File: src/rtl/trisc_datapath.sv
// TRISC Part A execution datapath: PC, MAR, MDR, IR, accumulator and program memory,
// driven by the one-hot control word of the accumulator controller.
module trisc_datapath #(
    parameter int          ADDR_W  = 4,
    parameter int          DATA_W  = 8,
    parameter logic [3:0]  OPC_INC = 4'h1,
    parameter logic [3:0]  OPC_CLR = 4'h2
) (
    input  logic              clk,
    input  logic              CLR,
    input  logic              C0,
    input  logic              C2,
    input  logic              C3,
    input  logic              C4,
    input  logic              C42,
    input  logic              C7,
    input  logic              C8,
    input  logic              C9,
    input  logic              ld_en,
    input  logic [ADDR_W-1:0] ld_addr,
    input  logic [DATA_W-1:0] ld_data,
    output logic              INCA,
    output logic              CLRA,
    output logic [DATA_W-1:0] acc,
    output logic              cy,
    output logic [ADDR_W-1:0] pc,
    output logic [DATA_W-1:0] ir
);

    localparam int                DEPTH    = 1 << ADDR_W;
    localparam logic [ADDR_W-1:0] PC_STEP  = {{(ADDR_W-1){1'b0}}, 1'b1};
    localparam logic [DATA_W-1:0] ACC_STEP = {{(DATA_W-1){1'b0}}, 1'b1};
    localparam logic [DATA_W-1:0] ACC_MAX  = {DATA_W{1'b1}};

    logic [DATA_W-1:0] mem_r [DEPTH];
    logic [ADDR_W-1:0] pc_r;
    logic [ADDR_W-1:0] mar_r;
    logic [DATA_W-1:0] mdr_r;
    logic [DATA_W-1:0] ir_r;
    logic [DATA_W-1:0] acc_r;
    logic              cy_r;
    logic [3:0]        opc_s;

    // Program-load write port; contents are deliberately untouched by CLR
    always_ff @(posedge clk) begin
        if (ld_en) begin
            mem_r[ld_addr] <= ld_data;
        end
    end

    // Fetch-path registers; MDR samples the pre-write word on a same-edge load
    always_ff @(posedge clk or posedge CLR) begin
        if (CLR) begin
            pc_r  <= '0;
            mar_r <= '0;
            mdr_r <= '0;
            ir_r  <= '0;
        end else if (C0) begin
            pc_r  <= '0;
            mar_r <= '0;
            mdr_r <= '0;
            ir_r  <= '0;
        end else begin
            if (C2)  pc_r  <= pc_r + PC_STEP;
            if (C3)  mar_r <= pc_r;
            if (C4)  mdr_r <= mem_r[mar_r];
            if (C42) ir_r  <= mdr_r;
        end
    end

    // Accumulator with sticky carry; clear wins over increment
    always_ff @(posedge clk or posedge CLR) begin
        if (CLR) begin
            acc_r <= '0;
            cy_r  <= 1'b0;
        end else if (C0 || C8) begin
            acc_r <= '0;
            cy_r  <= 1'b0;
        end else if (C9) begin
            acc_r <= acc_r + ACC_STEP;
            if (acc_r == ACC_MAX) begin
                cy_r <= 1'b1;
            end
        end
    end

    // Decode must be combinational so the controller sees it within the C7 cycle
    assign opc_s = ir_r[DATA_W-1 -: 4];
    assign INCA  = C7 && (opc_s == OPC_INC);
    assign CLRA  = C7 && (opc_s == OPC_CLR);

    assign acc = acc_r;
    assign cy  = cy_r;
    assign pc  = pc_r;
    assign ir  = ir_r;

endmodule

File: config.mk
export PLATFORM = sky130hd
export DESIGN_NAME = trisc_datapath
export DESIGN_NICKNAME = d
export VERILOG_FILES = /design/src/rtl/trisc_datapath.sv
export SDC_FILE = /design/constraint.sdc
export NUM_CORES = 1
export LEC_CHECK = 0
export BUFFER_PORTS_ARGS = -buffer_cell sky130_fd_sc_hd__buf_2
export CAP_MARGIN = 20
export CORE_ASPECT_RATIO = 0.9
export CORE_MARGIN = 3
export CORE_UTILIZATION = 55
export CTS_BUF_LIST = sky130_fd_sc_hd__clkbuf_2 sky130_fd_sc_hd__clkbuf_4 sky130_fd_sc_hd__clkbuf_8
export DETAILED_ROUTE_END_ITERATION = 8
export PLACE_DENSITY = 0.74
export SETUP_SLACK_MARGIN = 0.15
export SLEW_MARGIN = 15
export SYNTH_ARGS = -nofsm -noshare
export SYNTH_HDL_FRONTEND = slang
export SYNTH_SLANG_ARGS = --single-unit
File: constraint.sdc
create_clock -name clk -period 1.6 [get_ports clk]
set_input_delay 0.32 -clock clk [delete_from_list [all_inputs] [get_ports clk]]
set_output_delay 0.32 -clock clk [all_outputs]
set_load 0.02 [all_outputs]
# Word-level counts from Yosys, hierarchy flattened
# Memory sizes are Yosys's and may differ from the RTL's.
# Index checks and enable logic that the tools add are counted.
# classes
n_div	0
order_cmp	0
bitwise_logic	0
mul	0
n_reduce_logical	10
muxes	15
shifts	0
eq_ne	3
addsub	2
# op_table
cell	n
two-way mux 8 bit	6
two-way mux 4 bit	4
nonzero test 2 bit	6
adder 8 x 1 -> 8 bit, second input constant	1
equality test 8 bit, second input constant	1
two-way mux 1 bit	5
adder 4 x 1 -> 4 bit, second input constant	1
equality test 4 x 1 -> 1 bit, second input constant	1
equality test 4 x 2 -> 1 bit, second input constant	1
logical AND 1 bit	2
AND reduction 2 bit	1
logical OR 1 bit	1
# totals
latch_bits	0
mem_count	1
output_inout_bits	23
ram_bits	128
mem_bits_ro	0
regBits	33
# mem_list
name	words	width	read_ports	rd_clocked_by_memory_dff	wr	line_no	source
mem_r	16	8	1	0	1	35	logic [DATA_W-1:0] mem_r [DEPTH];

# Longest topological paths before layout
# depth
ltp_word	4
ltp_mapped	7
ltp_nobuf	5

# Least setup slack after synthesis
# Ideal clock, no wire load.
# synth_timing
path_kind	input port to flip-flop
from	input ld_addr[2]
to	memory mem_r[0][0] (enable)
path_stages	2
setup_ns	0.383
slack_ns	-0.213
t_arrival_ns	1.430
required_ns	1.217
n_path_buf	0
cell_sequence	or3b_2 > nor3_1
# synth_lines
element	line_no	source
start: declaration	20	input logic [ADDR_W-1:0] ld_addr,
end: declaration	35	
# No word-level cell before the write port.

# Worst setup path in the final report
# layout_timing
from	register ir_r[6], in the netlist ir[6]
to	output CLRA
# layout_via
elab_chain_len	2
# layout_rtl
element	line_no	source
start: declaration	39	logic [DATA_W-1:0] ir_r;
start signal: assignment	67	if (C42) ir_r <= mdr_r;
equality test 4 x 2 -> 1 bit	90	assign CLRA = C7 && (opc_s == OPC_CLR);
logical AND 1 bit	90	
end: declaration	23	output logic CLRA,
# No other way between the ends.

==> flow_summary.toml <==
[timing]
worstMarginPinSlew_ps = 410
final.min_clock_period_ps = 1680
final.setup.worst_slack_ps = -77.4
slew_headroom_pct = 72.6
period_share_pct = 105
maxSlewViolCount = 0
finalClockSkew_ps = 11.1
final_hold_viol_count = 0
finalSetupViolCount = 2
rsz0062_at_grt = "yes"
whs_ps = 203
setup_tns_ps = -132
fmax_mhz = 596

[grt]
antenna_found_initial = 0
grt_use_total_pct = 22.2
grt_pass1_vias = 3821
grt_max_degree = 22
grt_pass1_wl_mm = 21.2
grt_overflow = 0

[job]
drv_cap = 0

[final_layout]
final_common_cell = "edfxtp_1"
final_nets = 530
final_cell_mix = "128 x edfxtp_1, 56 x mux2i_1, 41 x buf_2, 36 x nor2_1, 34 x buf_4"
layout-drive-gt1-share_pct = 31.7
diodes = 0
synthToLayoutAreaGrowth_pct = 20.8
fill_cells = 748

[cts]
insertion_delay_ps = 450
h-tree-depth = 4
cts_sinks = 161
numCtsBuffers = 17
clk_path_buf_depth = 2
clockRootBuffer = "clkbuf_8"
cts_tree = "done"
path_clk_slew_ps = 80

[logic_synthesis]
yosys.area.top_type = "edfxtp_1"
synth_area_sq_mm = 0.00646
ys_warn_count = 0
syn_inst = 415
ys_seq_elements = 161
yosysSeqAreaShare_pct = 72.3
synthTopCellsByArea = "edfxtp_1 60%, dfrtp_1 13%, mux2i_1 10%"
syn-num-nets = 440
syn_avg_cell_area_sq_um = 15.6
ys_types = 34
synth_top_area_share_pct = 59.5

[placed_design]
gp_congestion = 0.848
port_buffers = 45
hpwl_mm = 8.96

[detailed_routing]
vias = 3825
routed_wirelength_mm = 13.5
drt-initial-drc-count = 355
firstDrtPassIters = 5
avgRoutedWirePerCell_um = 20.1
ant_nets = 0
drc = 0
viasPerCell = 5.71

[floorplan]
io_pins = 46
die_x_um = 120
die_h_um = 109
row_count = 36
floorplan.initialDensity_pct = 58.0
core_area_sq_mm = 0.0111
die_area_sq_mm = 0.0131

[pwr]
p_leak_nw = 2.83
ir_drop_v = 0.000610
power_mw = 8.05
p_per_area_mw_per_mm2 = 1030

[critical_path]
start_kind = "flip-flop"
crit_slowest_cell = "dfrtp_1"
worstPathArrival_ps = 1360
worstPathMaxFanout = 2
cp-end-kind = "primary output"
path_cells = "nor2_1 -> nand2_1 -> nor3b_2 -> buf_4"
path_class = "reg -> out"
critPathRequiredTime_ps = 1280
cpPeakStageDelay_ps = 380

[hold_path]
hold_class = "in -> reg"

[outcome]
violations = "setup timing"
outcome = "complete, but fails checks"
-- worst max-delay path: cells and delay by family, from the launching register on --
family | cells | cell delay (ps)
buf+inv | 1 | 160
flops | 1 | 380
simple gates | 3 | 380
-- stage by stage --
stage               setup WS, ps  utilization (%)  std cells  instance area (sq um)
finish                     -77.4             70.1        670                   7800
CTS                         -100             68.7        665                   7650
detailed placement         -72.8             63.8        626                   7100
floorplan                    165                -        415                   6500
global placement           -12.1             63.8        626                   7100
global route                -173             70.1        670                   7800
-- state kept, by name (all words and copies together), names as in the netlist --
register and flops:
pc 4, cy 1, acc 8, mdr_r 8
mem_r 128, ir 8, mar_r 4
-- final cells by class --
class | count | area [sq um] | area share [%]
repair buffers | 92 | 706 | 9.05
well taps | 152 | 190 | 2.44
clock buffers | 19 | 249 | 3.19
flip-flops and latches | 161 | 4680 | 60.0
multi-input cells | 231 | 1840 | 23.5
inverters | 2 | 7.51 | 0.0962
clock inverters | 13 | 135 | 1.73
-- power breakdown --
part	total [mW]	internal [mW]	switching [mW]
Sequential	4.67	4.62	0.0522
Combinational	0.520	0.221	0.299
Clock	2.86	1.42	1.44
Total	8.05	6.25	1.79
-- cells in the mapped netlist --
cell	number
edfxtp_1	128
mux2i_1	66
nor2_1	41
dfrtp_1	33
nand2_1	25
nand3_1	21
a22oi_1	14
clkbuf_1	10
a21oi_1	9
nand4_1	7
mux4_2	6
o211ai_1	6
nor3_1	5
xor2_1	5
buf_4	4
nor2b_1	4
xnor2_1	4
buf_2	3
nand3b_1	3
nor3b_1	3
buf_6	2
ha_1	2
inv_1	2
nand2b_1	2
a31oi_1	1
and2_1	1
and3b_1	1
buf_1	1
buf_8	1
o21ai_0	1
or2_2	1
or3_1	1
or3b_1	1
or3b_2	1
-- what timing repair did --
item | CTS | global route
pin swaps | 13 | 13
setup endpoints to repair | 10 | 16
resized for setup | 25 | 26
hold buffers | 1 | 0
cloned | 0 | 0
buffers inserted | 6 | 5
endpoints found under the hold margin | 33 | 0
-- kinds of logic (layout without fill, tap and decap cells) --
| family | count (synthesis) | in the layout | share of synthesized area, % |
|---|---|---|---|
| flip-flops | 161 | 161 | 72.3 |
| AND/OR/NAND/NOR | 117 | 117 | 8.51 |
| multiplexers | 72 | 72 | 12.3 |
| AO/OA/AOI/OAI | 31 | 31 | 3.20 |
| buffers and inverters | 23 | 126 | 2.03 |
| XOR/XNOR | 9 | 9 | 1.22 |
| adder cells (fa/ha/maj) | 2 | 2 | 0.388 |
-- routing by layer --
metal / share of wire, % / GRT usage [%]
met4: 2.4 / 9.08
met2: 48 / 34.5
met1: 43 / 30.1
met3: 6.4 / 6.12
met5: 0 / 0
-- final timing paths --
path	from	end	slack, ps	cells after the start
hold / removal	C2	pc[1]$_DFFE_PP0P_	200	3
hold reg to reg	cy$_DFFE_PP0P_	cy$_DFFE_PP0P_	500	2
min in group asynchronous	CLR	ir[3]$_DFFE_PP0P_	450	4
setup / recovery	ir[6]$_DFFE_PP0P_	CLRA	-80	4
setup reg to reg	mar_r[0]$_DFFE_PP0P_	mdr_r[2]$_DFFE_PP0P_	90	6
max in group asynchronous	CLR	mar_r[0]$_DFFE_PP0P_	900	4
Power figures use the tool's default switching activity.
